$ cat config.mk
export PLATFORM = sky130hd
export DESIGN_NAME = fetch_unit
export DESIGN_NICKNAME = d
export VERILOG_FILES = /design/src/rtl/fetch_pkg.sv /design/src/rtl/fetch_queue.sv /design/src/rtl/fetch_unit.sv
export SDC_FILE = /design/constraint.sdc
export NUM_CORES = 1
export LEC_CHECK = 0
export BUFFER_PORTS_ARGS = -buffer_cell sky130_fd_sc_hd__buf_2
export CAP_MARGIN = 20
export CORE_AREA = 2 2 193 195
export DETAILED_ROUTE_END_ITERATION = 8
export DIE_AREA = 0 0 195 197
export PLACE_DENSITY = 0.7
export RECOVER_POWER = 25
export SYNTH_ARGS = -nofsm -noshare
export SYNTH_HDL_FRONTEND = slang
export SYNTH_HIERARCHICAL = 1
export SYNTH_SLANG_ARGS = --single-unit
$ cat constraint.sdc
create_clock -name clk -period 3.85 [get_ports clk]
set_input_delay 0.1925 -clock clk [delete_from_list [all_inputs] [get_ports clk]]
set_output_delay 0.1925 -clock clk [all_outputs]
set_load 0.03 [all_outputs]
$ cat src/rtl/fetch_pkg.sv
// Shared fetch-unit constants: widths, reset vector, filler NOP and address-region decode.
package fetch_pkg;

  localparam int          XLEN     = 32;
  localparam logic [31:0] RESET_PC = 32'h4000_0000;
  localparam logic [31:0] NOP      = 32'h0000_0013;

  localparam logic [3:0] REGION_BIOS = 4'h4;
  localparam logic [3:0] REGION_IMEM = 4'h1;

  typedef enum logic [1:0] {
    RGN_NONE,
    RGN_BIOS,
    RGN_IMEM
  } region_t;

  function automatic region_t region_of(input logic [3:0] top_bits);
    case (top_bits)
      REGION_BIOS: return RGN_BIOS;
      REGION_IMEM: return RGN_IMEM;
      default:     return RGN_NONE;
    endcase
  endfunction

endpackage

$ cat src/rtl/fetch_queue.sv
// Synchronous FIFO with flush; flush (and rst) override push/pop in the same cycle.
// Head is presented combinationally from storage; callers must not pop when empty.
module fetch_queue #(
  parameter int WIDTH = 64,
  parameter int DEPTH = 4,
  localparam int AW   = $clog2(DEPTH)
) (
  input  logic             clk,
  input  logic             rst,
  input  logic             push,
  input  logic             pop,
  input  logic             flush,
  input  logic [WIDTH-1:0] din,
  output logic [WIDTH-1:0] dout,
  output logic             full,
  output logic             empty,
  output logic [AW:0]      count
);

  logic [WIDTH-1:0] mem [DEPTH];
  logic [AW-1:0]    wr_ptr;
  logic [AW-1:0]    rd_ptr;

  always_ff @(posedge clk) begin
    if (rst || flush) begin
      wr_ptr <= '0;
      rd_ptr <= '0;
      count  <= '0;
    end else begin
      if (push) wr_ptr <= wr_ptr + 1'b1;
      if (pop)  rd_ptr <= rd_ptr + 1'b1;
      case ({push, pop})
        2'b10:   count <= count + 1'b1;
        2'b01:   count <= count - 1'b1;
        default: ;
      endcase
    end
  end

  // Storage needs no reset: the head is only meaningful while non-empty.
  always_ff @(posedge clk) begin
    if (push && !flush) mem[wr_ptr] <= din;
  end

  assign dout  = mem[rd_ptr];
  assign empty = (count == '0);
  assign full  = (count == (AW + 1)'(DEPTH));

endmodule

$ cat src/rtl/fetch_unit.sv
// Instruction fetch: PC register, one sync-read request per cycle to BIOS/IMEM, flushable queue to decode.
// Requests are credited so queue entries plus the in-flight response never exceed FQ_DEPTH.
module fetch_unit #(
  parameter int              XLEN     = fetch_pkg::XLEN,
  parameter logic [XLEN-1:0] RESET_PC = fetch_pkg::RESET_PC,
  parameter int              FQ_DEPTH = 4,
  parameter logic [XLEN-1:0] NOP      = fetch_pkg::NOP
) (
  input  logic            clk,
  input  logic            rst,
  input  logic            redirect_valid,
  input  logic [XLEN-1:0] redirect_pc,
  output logic            mem_en,
  output logic [XLEN-1:0] mem_addr,
  input  logic [XLEN-1:0] imem_dout,
  input  logic [XLEN-1:0] bios_dout,
  output logic            instr_valid,
  output logic [XLEN-1:0] instr,
  output logic [XLEN-1:0] instr_pc,
  input  logic            instr_ready
);

  import fetch_pkg::*;

  localparam int AW = $clog2(FQ_DEPTH);

  logic [XLEN-1:0]   fetch_pc;
  logic [XLEN-1:0]   addr;
  logic [XLEN-1:0]   rsp_pc;
  logic [XLEN-1:0]   rsp_data;
  region_t           rsp_sel;
  logic              inflight;
  logic              issue;
  logic              push;
  logic              pop;
  logic              q_empty;
  logic              q_full;
  logic [AW:0]       q_count;
  logic [AW+1:0]     occ;
  logic [2*XLEN-1:0] q_dout;

  assign addr = redirect_valid ? {redirect_pc[XLEN-1:2], 2'b00} : fetch_pc;
  assign occ  = {1'b0, q_count} + {{(AW + 1){1'b0}}, inflight};

  // A redirect both blocks the pop and discards the response landing this cycle.
  assign pop   = !q_empty && instr_ready && !redirect_valid;
  assign issue = !rst && (redirect_valid || (occ < (AW + 2)'(FQ_DEPTH)) || pop);
  assign push  = inflight && !redirect_valid && (!q_full || pop);

  always_comb begin
    rsp_data = NOP;
    case (rsp_sel)
      RGN_BIOS: rsp_data = bios_dout;
      RGN_IMEM: rsp_data = imem_dout;
      default:  ;
    endcase
  end

  always_ff @(posedge clk) begin
    if (rst) begin
      fetch_pc <= RESET_PC;
      inflight <= 1'b0;
      rsp_sel  <= RGN_NONE;
      rsp_pc   <= '0;
    end else begin
      inflight <= issue;
      if (issue) begin
        fetch_pc <= addr + XLEN'(4);
        rsp_sel  <= region_of(addr[XLEN-1:XLEN-4]);
        rsp_pc   <= addr;
      end
    end
  end

  fetch_queue #(
    .WIDTH (2 * XLEN),
    .DEPTH (FQ_DEPTH)
  ) u_queue (
    .clk   (clk),
    .rst   (rst),
    .push  (push),
    .pop   (pop),
    .flush (redirect_valid),
    .din   ({rsp_pc, rsp_data}),
    .dout  (q_dout),
    .full  (q_full),
    .empty (q_empty),
    .count (q_count)
  );

  assign mem_en      = issue;
  assign mem_addr    = rst ? RESET_PC : addr;
  assign instr_valid = !q_empty;
  assign instr       = q_empty ? '0 : q_dout[XLEN-1:0];
  assign instr_pc    = q_empty ? '0 : q_dout[2*XLEN-1:XLEN];

endmodule

---- Word level (Yosys, flattened, before mapping) ----
Memories as Yosys holds them, arrays and structs flattened. A register that Yosys moved wholly into a read port is not among the register bits.
Cells that the tools add are included.
storage, ports and cells
  flip-flop bits (word level) ............. 74
  RAM bits ................................ 256
  bits of input ports ..................... 100
  output and inout bits ................... 98
  memories ................................ 1
operators by class
  add/sub/neg operators ................... 6
  magnitude comparators ................... 1
  eq/ne operators ......................... 7
  multiplexer cells ....................... 11
  reductions and logical operators ........ 16
memory list
  memory       depth  width  read ports  clocked after memory_dff  write ports  RTL line           source
  u_queue.mem  4      64     1           1                         1            fetch_queue.sv:20  logic [WIDTH-1:0] mem [DEPTH];
operators by type and width
  operator               count
  $mux 32                4
  $pmux 32 s2            1
  $add 32x3->32 const B  1
  $logic_and 1x1->1      6
  $pmux 3 s2             1
  $add 2x1->2 const B    2
  $add 3x1->4            1
  $eq 2x1->1 const B     2
  $eq 2x2->1 const B     2
  $eq 4x1->1 const B     1
  $eq 4x3->1 const B     1
  $logic_not 1->1        4
  $logic_or 1x1->1       4
  $lt 4x3->1 const B     1
  $mux 2                 2
  $pmux 2 s2             1
  $add 3x1->3 const B    1
  $eq 3x3->1 const B     1
  $logic_not 3->1        1
  $sub 3x1->3 const B    1
  $mux 1                 2
  $reduce_bool 2->1      1

---- Depth between registers and ports, before layout ----
Gate-level depths: netlist of run 1.
  depth after elaboration ................. 9
  mapped depth ............................ 14

---- Cells and area by module ----
The synthesis of run 1 kept the hierarchy.
modules (own cells, without submodules)
  module       instances  cells each  area each (µm²)  seq. area each (µm²)
  fetch_queue  1          383         9754.4           7867.5
  fetch_unit   1          651         4672.0           1301.2

---- Least setup slack after synthesis of run 1 ----
OpenSTA, ideal clock, no wires.
  path type ............................... input-to-reg
  from .................................... input redirect_valid
  to ...................................... memory u_queue.mem[0][0] (enable)
  setup time .............................. 0.429 ns
  arrival time ............................ 2.764 ns
  required time ........................... 3.421 ns
  path slack .............................. 0.657 ns
  stages .................................. 8
  path buffers ............................ 3
  path through ............................ buf_6 > buf_6 > inv_1 > clkbuf_1 > and3_1 > inv_1 > nor2_1 > and2_1
on the way
  cells in the longest elaborated chain, start to end .. 7
  elaborated cells between the ends (all ways) .. 8
  classes of those cells .................. mux (2); reduce/logical (6)
RTL lines
  what                            RTL line                            source
  start: declaration              fetch_unit.sv:11                    input logic redirect_valid,
  $logic_not 1->1 *               fetch_unit.sv:46, fetch_unit.sv:48
  $logic_and 1x1->1               fetch_unit.sv:46                    assign pop = !q_empty && instr_ready && !redirect_valid;
  $logic_or 1x1->1                fetch_unit.sv:48                    assign push = inflight && !redirect_valid && (!q_full || pop);
  $logic_and 1x1->1 *             fetch_unit.sv:48
  via push                        fetch_unit.sv:34                    logic push;
  $logic_and 1x1->1 *             fetch_queue.sv:42                   if (push && !flush) mem[wr_ptr] <= din;
  $mux 1 *                        fetch_queue.sv:42
  $mux 1 (implied by the code) *  fetch_queue.sv:42
  end: declaration                fetch_queue.sv:20
Mark *: on every way through the listed nets, which the timed path passes. The rest lies on a longest branch.

---- Worst setup path in the final report of run 1 ----
  from .................................... register u_queue.count[2]
  to ...................................... output mem_en
on the way
  cells in the longest elaborated chain, start to end .. 6
  elaborated cells between the ends (all ways) .. 9
  classes of those cells .................. add/sub (1); order compare (1); reduce/logical (7)
RTL lines
  what                            RTL line           source
  start: declaration              fetch_queue.sv:17  output logic [AW:0] count
  start signal: assignment        fetch_queue.sv:33  2'b10: count <= count + 1'b1;
  start signal: assignment        fetch_queue.sv:34  2'b01: count <= count - 1'b1;
  $logic_not 3->1                 fetch_queue.sv:46  assign empty = (count == '0);
  via q_empty                     fetch_unit.sv:36   logic q_empty;
  $logic_not 1->1                 fetch_unit.sv:46
  $logic_and 1x1->1 (2 in a row)  fetch_unit.sv:46
  $logic_or 1x1->1                fetch_unit.sv:47   assign issue = !rst && (redirect_valid || (occ < (AW + 2)'(FQ_DEPTH)) || pop);
  $logic_and 1x1->1               fetch_unit.sv:47
  end: declaration                fetch_unit.sv:13   output logic mem_en,
The timed path passes the listed nets, and every way through them passes these cells.

==> flow_summary.yaml, run 1 <==
outcome:
  status: "finished, violations left"
  violations: "max-capacitance violations, max-slew violations"
detailed_routing:
  wl_met3_um: 2230
  wirelength_um: 32900
  routed-wl-met2_um: 15800
  post-route-drc-count: 0
  routed.top_layer: "met4"
  wl_per_cell_um: 19.1
  ant_nets: 0
  wl_met1_um: 14300
  vias: 9251
  drtIter0Drc: 689
  dr.pass1.iters: 7
  vias_per_cell: 5.36
synthesis:
  yosys.area_share.adder: 0.00833
  synth_warnings: 6
  synthTopCellsByCount: "256 x edfxtp_1, 105 x nor2_1, 86 x nand2_1"
  synth_edf_count: 256
  synthArstFlopShare: 0
  syn_nets: 1143
  netlist_instances: 1034
  synth-xor-area-share: 0.0267
  synth_compound_area_frac: 0.0629
  syn_avg_cell_area_um2: 14.0
  synth_top_cell_area_share: 0.533
  syn_area_mm2: 0.0144
  yosysUniqueCellTypes: 52
  synth_top_area_cell: "edfxtp_1"
  synth_mux_area_frac: 0.122
  yosys.area_share.simple: 0.113
  ys_ff_latch: 330
  synthTopCellsByArea: "edfxtp_1 53%, dfxtp_1 10%, mux4_2 9.4%, nor2b_1 2.8%, nor2_1 2.7%"
  ys_seq_area_frac: 0.636
  post-synth-top-count-cell: "edfxtp_1"
  synth_top_family_by_area: "multiplexers"
  synth_ff_type: "edfxtp_1"
sta:
  hold_viol_final: 0
  min_period_over_period: 0.736
  fmax_mhz: 353
  slew_headroom: -0.0162
  grt_setup_unrepaired: "false"
  fin_crit_ns: 2.83
  whs_ns: 0.0249
  slew_viol_final: 33
  max_slew.worst_pin.slew_ns: 1.52
  skew_ns: 0.0249
  setup_viol: 0
  setup_tns_ns: 0
final_layout:
  drive_gt1_frac: 0.268
  multi_input_area_mm2: 0.00481
  area_growth_pct: 17.5
  diodes: 0
  final-seq-area_mm2: 0.00917
  nets: 1341
  finalNonFillerCells: 1725
  fillCellCount: 3235
clocking:
  cts_sinks: 330
  cts_buffers: 35
  cts.clk_slew.worst_paths_ns: 0.06
  post_cts_buffers: 0
  clock_latency_ns: 0.51
  clk_path_buf_depth: 3
  ctsResizeCount: 0
  hold_buffers: 4
  root_buffer: "clkbuf_16"
  cts_tree: "done"
  htreeDepth: 2
worst_setup_path:
  cp-end-kind: "primary output"
  r2r-end: "fetch_pc[24]"
  crit_slowest_cell: "dfxtp_1"
  cp_common_cell: "nand2_1"
  crit_path_start_kind: "flip-flop"
  crit_path_max_fanout: 20
  critical_path_class: "reg -> out"
  r2r.worst_path.cells: 8
  cp.required_ns: 3.66
  cp.arrival_ns: 2.64
  critPathMaxStageDelay_ns: 0.36
  path_cells: "nor3_1 -> nand2b_1 -> o21a_1 -> buf_4 -> nand2_1 -> nand2_1 -> inv_1 -> buf_2"
  r2r_start: "fetch_pc[2]"
  rrSetupSlack_ns: 1.28
grt:
  track_usage: 0.171
  first_global_vias: 9073
  gr-total-overflow: 0
  grt_start_max_net_pins: 66
  antenna_found_initial: 0
  grt_pass1_wl_um: 51400
place:
  dp_cells: 1659
  io_buffers: 195
  gp_congestion: 0.857
  dp_hpwl_um: 21300
pwr:
  combinationalPowerShare: 0.065
  p_sw_mw: 1.67
  clkPwrFrac: 0.407
  seqPwrFrac: 0.528
  switching_share: 0.223
  power_density_mw_per_mm2: 441
  p_int_mw: 5.81
  peakVddDrop_v: 0.000237
  leakage_nw: 5.97
run:
  drv_cap: 1
floorplanning:
  num_io_pins: 198
  core_area_mm2: 0.0363
  fp-row-count: 70
  dieArea_mm2: 0.0384
  fp.dieH_um: 197
  start_util: 0.398
  fp.dieW_um: 195
min_path:
  min_path_type: "in -> reg"
  worst_hold_startpoint: "redirect_pc[7]"
  min_path_cells: 3
  holdPathEnd: "rsp_pc[7]"
==> state kept, by name (all words and copies together), names as in the netlist, named ones only <==
register and count:
fetch_pc 32, inflight 1, rsp_pc 30, rsp_sel 2, u_queue/count 3, u_queue/mem 256, u_queue/rd_ptr 2, u_queue/wr_ptr 2
==> routing by layer <==
metal	GRT usage	up-vias
met3	0.0287	49
li1	-	4270
met4	0.0413	0
met5	0	-
met1	0.233	4571
met2	0.287	361
==> how the worst max path moves through the flow <==
stage | startpoint | to | slack, ns | cells after the start
2_1_floorplan | redirect_valid | u_queue/mem[0][0] | 0.66 | 8
3_3_place_gp | redirect_valid | fetch_pc[25] | 0.91 | 7
3_5_place_dp | redirect_valid | fetch_pc[25] | 0.80 | 7
4_1_cts | flip-flop | instr[19] | 0.96 | 4
5_1_grt | u_queue/count[2] | mem_en | 0.79 | 8
6_report | u_queue/count[2] | mem_en | 1.02 | 8
==> placed cells by master (no fill, tap or decap), types with 3 or more instances in the layout <==
cell type	count
nor2_1	105
mux4_1	4
clkinv_1	5
o31ai_1	3
clkbuf_16	35
mux2i_1	31
nand4_1	10
nand3_1	26
nand2_1	86
mux4_2	60
dfxtp_1	72
a32o_1	3
o21ai_1	4
dlygate4sd3_1	4
or3_1	6
a22oi_1	30
and2_2	4
inv_6	4
buf_12	7
a221o_1	3
ha_1	8
xor2_1	14
a211oi_1	14
clkbuf_1	13
a21oi_1	40
edfxtp_1	256
nand3b_1	7
nand4b_1	4
buf_2	191
o21ai_0	32
and3_1	7
nor3_1	6
nor2b_1	64
clkinv_2	5
inv_1	17
xnor2_1	30
buf_4	18
==> critical path, delay by kind of cell, from the launching register on <==
kind                   cells  cell delay, ns
and+or+nand+nor            4            0.91
buffers and inverters      3            0.69
DFF                        1            0.36
AOI/OAI and AO/OA          1            0.16
==> power groups by stage <==
| stage | Sequential [mW] | Combinational (mW) | Clock, mW |
|---|---|---|---|
| detailed placement | 4.02 | 0.486 | 0 |
| finish | 3.94 | 0.487 | 3.05 |
| global placement | 4.01 | 0.478 | 0 |
| CTS | 3.94 | 0.491 | 3.13 |
| global route | 3.95 | 0.534 | 3.26 |
| floorplan | 4.00 | 0.318 | 0 |
==> final cells by class <==
cell class,instances,share of cell area
sequential,330,0.541
multi-input combinational,624,0.284
clock inverter,18,0.00745
inverter,17,0.00376
tap,468,0.0345
timing repair buffer,224,0.0759
clock buffer,44,0.0536
==> metrics by stage <==
stage	instance area (µm²)	power [mW]	setup WS, ns	util
floorplan	14400	4.31	0.657	-
global placement	15900	4.49	0.914	0.438
detailed placement	15900	4.51	0.799	0.438
CTS	17000	7.56	0.961	0.468
global route	17000	7.75	0.788	0.468
finish	17000	7.48	1.02	0.468
==> cell families after synthesis <==
family	after synthesis
AND/OR/NAND/NOR	335
flip-flops	330
AO/OA/AOI/OAI	141
multiplexers	95
buffers and inverters	80
XOR/XNOR	44
adder cells (fa/ha/maj)	9
Note: power is estimated with default switching activity, not from simulation.
==> inputs of run 2 (changes only) <==
clock period = 2.8 ns   (was 3.85 ns; I/O delays follow)
==> run 2 against run 1 <==
Effect of this change:
- the flow now finishes without violations
- via count is 0.11% lower
- global-route usage hardly changed
- utilization is 1.2 points higher
- sequential power is 38% higher
- power is 45% higher
- worst hold slack better by 0.017 ns
- register-to-register slack worse by 0.98 ns
- clock-buffer cell count is 5 higher
- combinational power is 44% higher
- critical endpoint is now u_queue/count[2]
- first-iteration DRC count is 4.4% lower
==> flow_summary.yaml, run 2 (same netlist as run 1, synthesis figures left out) <==
floorplanning:
  fp.dieW_um: 195
  dieArea_mm2: 0.0384
  core_area_mm2: 0.0363
  fp-row-count: 70
  start_util: 0.398
  fp.dieH_um: 197
  num_io_pins: 198
sta:
  fin_crit_ns: 2.50
  skew_ns: 0.0312
  timing.final.ws_setup_ns: 0.303
  setup_tns_ns: 0
  whs_ns: 0.0421
  slew_headroom: 0.452
  hold_viol_final: 0
  fmax_mhz: 400
  min_period_over_period: 0.892
  max_slew.worst_pin.slew_ns: 0.821
  grt_setup_unrepaired: "false"
  slew_viol_final: 0
  setup_viol: 0
final_layout:
  final_cell_mix: "256 x edfxtp_1, 182 x buf_2, 105 x nor2_1"
  fillCellCount: 3187
  drive_gt1_frac: 0.268
  nets: 1366
  diodes: 0
  largest_register_ffs: 256
  final_common_cell: "edfxtp_1"
  finalNonFillerCells: 1751
  layout_top_registers: "u_queue/mem (256), fetch_pc (32), rsp_pc (30)"
  top_register: "u_queue/mem"
  area_growth_pct: 20.6
grt:
  gr-total-overflow: 0
  first_global_vias: 9190
  grt_pass1_wl_um: 51100
  track_usage: 0.171
  grt_start_max_net_pins: 75
  antenna_found_initial: 0
clocking:
  cts_sinks: 330
  cts_buffers: 36
  cts_tree: "done"
  post_cts_buffers: 0
  ctsResizeCount: 0
  root_buffer: "clkbuf_16"
  htreeDepth: 2
  clock_latency_ns: 0.52
  cts.clk_slew.worst_paths_ns: 0.06
  clk_path_buf_depth: 3
place:
  dp_hpwl_um: 21400
  gp_congestion: 0.902
  post-place-ws_ns: 0.281
  dp_cells: 1669
  io_buffers: 195
run:
  drv_cap: 0
worst_setup_path:
  path_cells: "nor3_1 -> nand2b_1 -> nand2_1 -> and3_1 -> inv_1 -> ha_1 -> inv_1 -> fa_1 -> xor2_1 -> or3_1 -> a21oi_1"
  cp_common_cell: "inv_1"
  cp-end-kind: "flip-flop"
  crit_slowest_cell: "fa_1"
  crit_path_max_fanout: 6
  critPathMaxStageDelay_ns: 0.38
  cp.arrival_ns: 2.95
  r2r.worst_path.cells: 11
  crit_path_start_kind: "flip-flop"
  cp.required_ns: 3.26
  critical_path_class: "reg -> reg"
pwr:
  peakVddDrop_v: 0.000298
  power_density_mw_per_mm2: 625
  leakage_nw: 6.16
min_path:
  min_path_cells: 2
  min_path_type: "in -> reg"
detailed_routing:
  ant_nets: 0
  drtIter0Drc: 659
  wl_per_cell_um: 18.9
  vias: 9241
  vias_per_cell: 5.28
  dr.pass1.iters: 4
  post-route-drc-count: 0
  wirelength_um: 33100
outcome:
  status: "finished, final reports clean"
## run 2: final timing paths
kind	startpoint	to	slack, ns
max	u_queue/count[2]	u_queue/count[2]	0.30
min	bios_dout[4]	u_queue/mem[0][4]	0.04
min reg2reg	fetch_pc[31]	fetch_pc[31]	0.45
max reg2reg	u_queue/count[2]	u_queue/count[2]	0.30
## run 2: per-stage QoR
step | util | area [µm²] | power [mW]
final | 0.480 | 17400 | 10.9
after global routing | 0.480 | 17400 | 11.3
after CTS | 0.481 | 17400 | 11.0
after detailed placement | 0.442 | 16000 | 6.22
after global placement | 0.442 | 16000 | 6.20
after floorplan | - | 14400 | 5.93
## run 2: metal layers
layer / share of wire / up-vias / global-route usage
li1: - / 4313 / -
met1: 0.43 / 4580 / 0.229
met2: 0.49 / 310 / 0.290
met3: 0.062 / 38 / 0.0318
met4: 0.014 / 0 / 0.0370
met5: 0 / - / 0
## run 2: area by class of cell
class	instances	area (µm²)	share of cell area
tap	468	586	0.0337
clock inverter	15	190	0.0109
clock buffer	49	1010	0.0582
multi-input combinational	624	4820	0.277
sequential	330	9170	0.527
inverter	17	63.8	0.00367
timing repair buffer	248	1550	0.0893
## run 2: where the power goes
part	switching (mW)	total [mW]	leakage [nW]	internal, mW
clock	1.84	4.75	0.590	2.91
combinational	0.435	0.703	2.60	0.268
sequential	0.0838	5.42	2.97	5.34
total	2.36	10.9	6.16	8.52
## run 2: worst max-delay path: cells and delay by family, from the launching register on
family,cells,cell delay [ns]
AOI/OAI and AO/OA,1,0.14
xor gates and xnor gates,1,0.16
adders and majority gates,2,0.57
buffers and inverters,2,0.15
DFF,1,0.35
and+or+nand+nor,5,1.06
## run 2: timing repair
action | in CTS | in global routing
endpoints found under the hold margin | 21 | 0
endpoints found under the setup margin | 0 | 0
hold buffers | 18 | 0
